### config.mk
export PLATFORM = sky130hd
export DESIGN_NAME = a_pin_entry_flat
export DESIGN_NICKNAME = d
export VERILOG_FILES = /design/src/rtl/a_lock_pkg.sv /design/src/rtl/a_pin_entry_if.sv /design/src/rtl/a_idle_timer.sv /design/src/rtl/a_pin_entry.sv /design/src/flat_wrapper.sv
export SDC_FILE = /design/constraint.sdc
export NUM_CORES = 1
export LEC_CHECK = 0
export CAP_MARGIN = 20
export CORE_UTILIZATION = 45
export CTS_CLUSTER_SIZE = 16
export DETAILED_ROUTE_END_ITERATION = 10
export PLACE_DENSITY_LB_ADDON = 0.12
export RECOVER_POWER = 50
export SYNTH_ARGS = -nofsm -noshare
export SYNTH_HDL_FRONTEND = slang
export SYNTH_SLANG_ARGS = --single-unit
### constraint.sdc
create_clock -name clk -period 4.1 [get_ports clk]
set_clock_uncertainty 0.15 [all_clocks]
set_input_delay 0.82 -clock clk [delete_from_list [all_inputs] [get_ports clk]]
set_output_delay 0.82 -clock clk [all_outputs]
set_load 0.05 [all_outputs]
### src/rtl/a_lock_pkg.sv
// rtl/a_lock_pkg.sv - shared key codes, entry states and PIN sizing for the lock datapath
package a_lock_pkg;

  localparam int PIN_W      = 16;
  localparam int NUM_DIGITS = 4;

  localparam logic [3:0] KEY_BACK = 4'hA;
  localparam logic [3:0] KEY_CLR  = 4'hC;

  typedef enum logic [1:0] {
    IDLE  = 2'd0,
    ENTRY = 2'd1,
    FULL  = 2'd2
  } state_e;

endpackage

### src/rtl/a_pin_entry_if.sv
// rtl/a_pin_entry_if.sv - keypad-side and checker-side signals of the PIN entry block
interface a_pin_entry_if;
  import a_lock_pkg::*;

  logic             key_valid;
  logic [3:0]       key_code;
  logic             clr_entry;
  logic             disable_cnt;
  logic [PIN_W-1:0] pw_16bit;
  logic             enough;
  logic [2:0]       digit_cnt;
  logic             key_ack;
  logic             timeout_pulse;

  modport master (
    output key_valid, key_code, clr_entry, disable_cnt,
    input  pw_16bit, enough, digit_cnt, key_ack, timeout_pulse
  );

  modport slave (
    input  key_valid, key_code, clr_entry, disable_cnt,
    output pw_16bit, enough, digit_cnt, key_ack, timeout_pulse
  );

endinterface

### src/rtl/a_idle_timer.sv
// rtl/a_idle_timer.sv - inactivity counter that pulses done after LIMIT enabled cycles
module a_idle_timer #(
  parameter int LIMIT = 500,
  parameter int CNT_W = $clog2(LIMIT + 1)
) (
  input  logic clk,
  input  logic reset,
  input  logic clear,
  input  logic enable,
  output logic done
);

  logic [CNT_W-1:0] count;

  // done is combinational so the owner can act on the very edge the limit is hit
  assign done = enable && !clear && (count == CNT_W'(LIMIT - 1));

  always_ff @(posedge clk) begin
    if (reset || clear) begin
      count <= '0;
    end else if (enable) begin
      count <= done ? '0 : count + CNT_W'(1);
    end
  end

endmodule

### src/rtl/a_pin_entry.sv
// rtl/a_pin_entry.sv - collects BCD keystrokes into a PIN; ENTRY_TIMEOUT_EN adds the idle timeout
module a_pin_entry
  import a_lock_pkg::*;
#(
  parameter int TIMEOUT_CYCLES = 500
) (
  input  logic          clk,
  input  logic          reset,
  a_pin_entry_if.slave  bus
);

  state_e           state_q, state_d;
  logic [PIN_W-1:0] pw_q, pw_d;
  logic [2:0]       cnt_q, cnt_d;
  logic             enough_q;
  logic             ack_q;
  logic             tmo_q, tmo_d;

  logic key_live, is_digit, is_back, is_clr, accept, expire;

  // A key only counts when neither the checker clear nor the lockout is pending
  assign key_live = bus.key_valid && !bus.clr_entry && !bus.disable_cnt;
  assign is_digit = (bus.key_code <= 4'd9);
  assign is_back  = (bus.key_code == KEY_BACK);
  assign is_clr   = (bus.key_code == KEY_CLR);
  assign accept   = key_live && ((is_digit && state_q != FULL) ||
                                 (is_back && state_q == ENTRY) || is_clr);

`ifdef ENTRY_TIMEOUT_EN
  localparam int CNT_W = $clog2(TIMEOUT_CYCLES + 1);
  logic timer_clear;

  assign timer_clear = bus.clr_entry || bus.disable_cnt || accept || (state_q != ENTRY);

  a_idle_timer #(
    .LIMIT (TIMEOUT_CYCLES),
    .CNT_W (CNT_W)
  ) u_idle_timer (
    .clk    (clk),
    .reset  (reset),
    .clear  (timer_clear),
    .enable (state_q == ENTRY),
    .done   (expire)
  );
`else
  localparam int unused_timeout_cycles = TIMEOUT_CYCLES;
  assign expire = 1'b0;
`endif

  always_comb begin
    state_d = state_q;
    pw_d    = pw_q;
    cnt_d   = cnt_q;
    tmo_d   = 1'b0;
    if (bus.clr_entry || (accept && is_clr) || expire) begin
      state_d = IDLE;
      pw_d    = '0;
      cnt_d   = '0;
      tmo_d   = expire;
    end else if (accept && is_digit) begin
      pw_d    = {pw_q[PIN_W-5:0], bus.key_code};
      cnt_d   = cnt_q + 3'd1;
      state_d = (cnt_q == 3'(NUM_DIGITS - 1)) ? FULL : ENTRY;
    end else if (accept && is_back) begin
      pw_d    = {4'h0, pw_q[PIN_W-1:4]};
      cnt_d   = cnt_q - 3'd1;
      state_d = (cnt_q == 3'd1) ? IDLE : ENTRY;
    end
  end

  always_ff @(posedge clk) begin
    if (reset) begin
      state_q  <= IDLE;
      pw_q     <= '0;
      cnt_q    <= '0;
      enough_q <= 1'b0;
      ack_q    <= 1'b0;
      tmo_q    <= 1'b0;
    end else begin
      state_q  <= state_d;
      pw_q     <= pw_d;
      cnt_q    <= cnt_d;
      enough_q <= (cnt_d == 3'(NUM_DIGITS));
      ack_q    <= accept;
      tmo_q    <= tmo_d;
    end
  end

  assign bus.pw_16bit      = pw_q;
  assign bus.enough        = enough_q;
  assign bus.digit_cnt     = cnt_q;
  assign bus.key_ack       = ack_q;
  assign bus.timeout_pulse = tmo_q;

endmodule

### src/flat_wrapper.sv
// flat-port wrapper written by rule: the top's interface ports become plain ports
module a_pin_entry_flat import a_lock_pkg::*;
#(
  parameter int TIMEOUT_CYCLES = 500
)
  (clk, reset, bus_key_valid, bus_key_code, bus_clr_entry, bus_disable_cnt, bus_pw_16bit, bus_enough, bus_digit_cnt, bus_key_ack, bus_timeout_pulse);
  a_pin_entry_if bus_i ();
  input  logic clk;
  input  logic reset;
  input wire logic [$bits(bus_i.key_valid)-1:0] bus_key_valid;
  input wire logic [$bits(bus_i.key_code)-1:0] bus_key_code;
  input wire logic [$bits(bus_i.clr_entry)-1:0] bus_clr_entry;
  input wire logic [$bits(bus_i.disable_cnt)-1:0] bus_disable_cnt;
  output wire logic [$bits(bus_i.pw_16bit)-1:0] bus_pw_16bit;
  output wire logic [$bits(bus_i.enough)-1:0] bus_enough;
  output wire logic [$bits(bus_i.digit_cnt)-1:0] bus_digit_cnt;
  output wire logic [$bits(bus_i.key_ack)-1:0] bus_key_ack;
  output wire logic [$bits(bus_i.timeout_pulse)-1:0] bus_timeout_pulse;
  assign bus_i.key_valid = bus_key_valid;
  assign bus_i.key_code = bus_key_code;
  assign bus_i.clr_entry = bus_clr_entry;
  assign bus_i.disable_cnt = bus_disable_cnt;
  assign bus_pw_16bit = bus_i.pw_16bit;
  assign bus_enough = bus_i.enough;
  assign bus_digit_cnt = bus_i.digit_cnt;
  assign bus_key_ack = bus_i.key_ack;
  assign bus_timeout_pulse = bus_i.timeout_pulse;
  a_pin_entry #(.TIMEOUT_CYCLES(TIMEOUT_CYCLES)) u_core (.clk(clk), .reset(reset), .bus(bus_i));
endmodule
### After elaboration in Yosys (flattened, before gate mapping)

Cells that the tools add are included.

| storage, ports and cells | value |
|---|---|
| bits in registers | 23 |
| bits of input ports | 9 |
| output and inout port bits | 22 |
| word-level logic and storage cells | 39 |

| operators by class | value |
|---|---|
| add/sub/neg operators | 2 |
| magnitude comparators | 1 |
| equality and inequality tests | 7 |
| mux-type cells | 9 |
| reductions and logical operators | 15 |

Operator list:

| kind | number |
|---|---|
| $mux W16 | 2 |
| $mux W3 | 3 |
| $eq A4 B4 Y1 const B | 2 |
| $logic_and A1 B1 Y1 | 8 |
| $mux W2 | 3 |
| $le A4 B4 Y1 const B | 1 |
| $add A3 B1 Y3 const B | 1 |
| $eq A3 B1 Y1 const B | 1 |
| $eq A3 B2 Y1 const B | 1 |
| $eq A3 B3 Y1 const B | 1 |
| $logic_or A1 B1 Y1 | 3 |
| $sub A3 B1 Y3 const B | 1 |
| $eq A2 B1 Y1 const B | 1 |
| $logic_not A1 Y1 | 2 |
| $ne A2 B2 Y1 const B | 1 |
| $reduce_bool A2 Y1 | 1 |
| $reduce_or A2 Y1 | 1 |
| $mux W1 | 1 |

### Longest topological paths before layout

| logic depth | value |
|---|---|
| depth after elaboration | 10 |
| depth in mapped cells | 7 |

### Worst setup path before layout

No wires, ideal clock.

| timing path | value |
|---|---|
| path type | input-to-reg |
| start | in bus_key_code[2] |
| end | reg u_core.enough_q (netlist: u_core.bus.enough) |
| library setup time | 0.116 ns |
| arrival | 2.117 ns |
| required time | 3.834 ns |
| path slack | 1.717 ns |
| stages | 7 |
| cell sequence | buf_6 or4b_1 o211ai_2 and2_1 buf_6 a32o_1 and3b_1 |

| on the way | value |
|---|---|
| word-level cells in the longest chain between the ends | 10 |
| elaborated cells between the ends (all ways) | 16 |
| those cells by class | 1 x order compare; 3 x eq/ne; 3 x mux; 9 x reduce/logical |

RTL lines:

| item | RTL line | RTL |
|---|---|---|
| start, declared | flat_wrapper.sv:11 | `input wire logic [$bits(bus_i.key_code)-1:0] bus_key_code;` |
| $le A4 B4 Y1 / $eq A4 B4 Y1 (equally long branches) | a_pin_entry.sv:23, a_pin_entry.sv:24 |  |
| $logic_and A1 B1 Y1 (on tied branches) | a_pin_entry.sv:26, a_pin_entry.sv:27 |  |
| $logic_or A1 B1 Y1 | a_pin_entry.sv:26 | `assign accept = key_live && ((is_digit && state_q != FULL) \|\|` |
| $logic_or A1 B1 Y1 | a_pin_entry.sv:27 | `(is_back && state_q == ENTRY) \|\| is_clr);` |
| $logic_and A1 B1 Y1 | a_pin_entry.sv:26 |  |
| $logic_and A1 B1 Y1 | a_pin_entry.sv:64 | `end else if (accept && is_back) begin` |
| $mux W3 | a_pin_entry.sv:64 |  |
| $mux W3 | a_pin_entry.sv:60 | `end else if (accept && is_digit) begin` |
| $mux W3 * | a_pin_entry.sv:55 | `if (bus.clr_entry \|\| (accept && is_clr) \|\| expire) begin` |
| $eq A3 B3 Y1 * | a_pin_entry.sv:83 | `enough_q <= (cnt_d == 3'(NUM_DIGITS));` |
| end signal, assigned | a_pin_entry.sv:83 |  |
| end, declared | a_pin_entry.sv:15 | `logic enough_q;` |

Every way passes the cells marked *; elsewhere a longest branch is shown, timed or not.
A chain may end at the register's enable or synchronous reset.

### Worst setup path after layout

Ends and elaborated chain as after synthesis.

==> results.py <==
metrics = {
    "logic_synthesis": {
        "synthArstFlopShare_pct": 0,
        "synthCells": 137,
        "syn_area_per_cell_um2": 9.03,
        "ys.flop_type": "dfxtp_1",
        "ys_ff_latch": 23,
        "synth_cell_types": 40,
        "synth_top_area_share_pct": 37.2,
        "synth_edf_count": 0,
        "synth_top_area_cell": "dfxtp_1",
        "yosysWarnings": 0,
        "synth_nets": 150,
        "yosysSeqAreaShare_pct": 37.2,
        "synth_area_um2": 1240,
        "synthTopCellsByArea": "dfxtp_1 (37%), a311oi_2 (9.7%), nor2_1 (6.7%)",
    },
    "cts": {
        "clock_sinks": 23,
        "cts-root-buf": "clkbuf_4",
        "ctsLongestPathBuffers": 2,
        "ctsResizeCount": 0,
        "postCtsHoldBufs": 0,
        "cts_setup_buffers": 0,
        "clk_latency_ns": 0.32,
        "cts_tree": "yes",
        "htree_levels": 1,
        "clkSlewWorstSetupHoldPaths_ns": 0.12,
        "cts_buffers": 3,
    },
    "floorplan": {
        "die_h_um": 54.4,
        "rows": 18,
        "initial_core_util_pct": 48.6,
        "die-area_um2": 2960,
        "dieWidth_um": 54.4,
        "top_level_ports": 31,
        "core_area_um2": 2540,
    },
    "worst_setup_path": {
        "start_kind": "input pin",
        "cp.arrival_ns": 3.00,
        "critPathLaunch": "bus_key_code[2]",
        "cp.required_ns": 4.17,
        "crit_end": "u_core.bus.enough",
        "max_stage_delay_ns": 0.59,
        "endpoint_kind": "flop",
        "reg2reg_depth": 5,
        "crit_path_max_fanout": 11,
        "r2r_end": "u_core.bus.enough",
        "r2r-start": "u_core.state_q[1]",
        "r2r_slack_ns": 1.97,
        "worst-setup-path-type": "in2reg",
        "crit_slowest_cell": "clkdlybuf4s50_1",
        "crit_chain": "clkdlybuf4s50_1, o21a_1, o211ai_2, and2_0, a32o_1, and3b_1",
    },
    "routing": {
        "via_count": 1076,
        "dr.pass1.iters": 4,
        "drc": 0,
        "postRouteAntennaNets": 0,
        "dr.first_iter.drc_count": 10,
        "wl_per_cell_um": 14.6,
        "viasPerCell": 5.63,
        "routed_wl_um": 2780,
    },
    "timing": {
        "worst_slew_pin_slew_ns": 0.511,
        "finalSetupViolations": 0,
        "period_share_pct": 71.3,
        "setup_tns_ns": 0,
        "rsz0062_at_grt": "false",
        "max_freq_mhz": 342,
        "drv_slew": 0,
        "finalCriticalPeriod_ns": 2.92,
        "maxSlewHeadroom_pct": 65.8,
        "hold_viol_final": 0,
    },
    "placed_design": {
        "gp_congestion": 0.915,
        "dp_cells": 187,
        "port_buffers": 29,
        "place_hpwl_um": 1950,
    },
    "global_routing": {
        "grt_pass1_wl_um": 4490,
        "gr-usage-all-layers_pct": 21.6,
        "grt_overflow_total": 0,
        "grt_start_max_net_pins": 22,
        "grt_pass1_vias": 1007,
        "antenna_found_initial": 0,
    },
    "power_and_ir_drop": {
        "peakVddDrop_mv": 0.200,
        "total_power_uw": 394,
        "p_leak_nw": 0.570,
        "power_density_nw_per_um2": 256,
    },
    "layout": {
        "final_common_cell": "dfxtp_1",
        "drive_above_1_share_pct": 10.6,
        "syn_to_final_growth_pct": 24.2,
        "stdcell_count": 191,
        "antenna_cells": 0,
        "final_cell_mix": "dfxtp_1 (23), nor2_1 (22), dlygate4sd3_1 (21)",
        "nNetsFinal": 175,
    },
    "run_status": {
        "outcome": "completed",
    },
    "min_path": {
        "worstHoldPathType": "reg2reg",
    },
    "job": {
        "max_cap_viol_count": 0,
    },
}
[cell usage after synthesis, types with 2 or more instances]
| cell type | number |
|---|---|
| nand4_1 | 2 |
| nor2_1 | 22 |
| a311oi_2 | 8 |
| a31oi_1 | 2 |
| a32oi_1 | 5 |
| nand2_1 | 17 |
| dfxtp_1 | 23 |
| nor2b_1 | 4 |
| ha_1 | 4 |
| nand2b_1 | 3 |
| a22oi_1 | 3 |
| a21o_1 | 3 |
| buf_2 | 2 |
| buf_6 | 3 |
| a32o_1 | 2 |
| inv_1 | 3 |
| a211oi_1 | 2 |
| clkbuf_1 | 5 |
| mux2i_1 | 2 |
| o21ai_0 | 2 |
[registers in the layout, summed over array words and instances (netlist names)]
name,flops
u_core.bus.pw_16bit,16
u_core.bus.digit_cnt,3
u_core.state_q,2
u_core.bus.enough,1
u_core.bus.key_ack,1
[critical path, delay by kind of cell]
| family | cells | cell delay (ns) |
|---|---|---|
| simple gates | 2 | 0.63 |
| compound gates | 3 | 0.96 |
| buf+inv | 1 | 0.59 |
[power by group]
group / leakage (nW) / switching (mW) / internal [mW]
registers: 0.186 / 0.00200 / 0.226
logic: 0.369 / 0.0380 / 0.0224
clock network: 0.0150 / 0.0674 / 0.0381
total: 0.570 / 0.107 / 0.286
[metrics by stage]
stage,area [um2],utilization [%],setup slack (ns),hold WS [ns]
floorplan,1240,-,1.72,0.333
global placement,1510,59.3,0.974,0.351
detailed placement,1510,59.3,0.910,0.355
CTS,1540,60.4,1.25,0.388
global route,1540,60.4,1.05,0.407
finish,1540,60.4,1.18,0.379
[worst min path at each step]
stage,from,endpoint,slack (ns),cells after the start
after floorplan,u_core.state_q[1],u_core.state_q[1],0.33,2
after global placement,u_core.bus.pw_16bit[1],u_core.bus.pw_16bit[1],0.35,2
after detailed placement,u_core.bus.pw_16bit[15],u_core.bus.pw_16bit[15],0.36,2
after CTS,u_core.bus.pw_16bit[2],u_core.bus.pw_16bit[2],0.39,2
after global routing,u_core.bus.pw_16bit[1],u_core.bus.pw_16bit[1],0.41,2
final,u_core.bus.pw_16bit[15],u_core.bus.pw_16bit[15],0.38,2
[area by class of cell]
cell class | instances | area [um2]
clock buffers | 4 | 26.3
fillers | 237 | 1010
inverters | 3 | 11.3
multi-input cells | 100 | 696
flip-flops and latches | 23 | 460
well taps | 30 | 37.5
repair buffers | 31 | 305
[logic make-up (layout without fill, tap and decap cells)]
family                     count (synthesis)  count (layout)  synth area share, %
muxes                                      2               2                 1.62
DFF                                       23              23                 37.2
xor gates and xnor gates                   1               1                0.708
other                                      1               1                0.303
AOI/OAI and AO/OA                         34              34                 26.4
and+or+nand+nor                           58              58                 23.2
adders and majority gates                  4               4                 4.04
buffers and inverters                     14              38                 6.57
[per-layer routing]
metal  routed length, um  GRT usage, %  vias up
li1                    -             -      546
met1                1320          28.4      499
met2                1280          33.7       26
met3                 120          3.89        5
met4                  59          10.7        0
met5                   0             0        -
No activity file was read; power rests on OpenSTA's default activity.
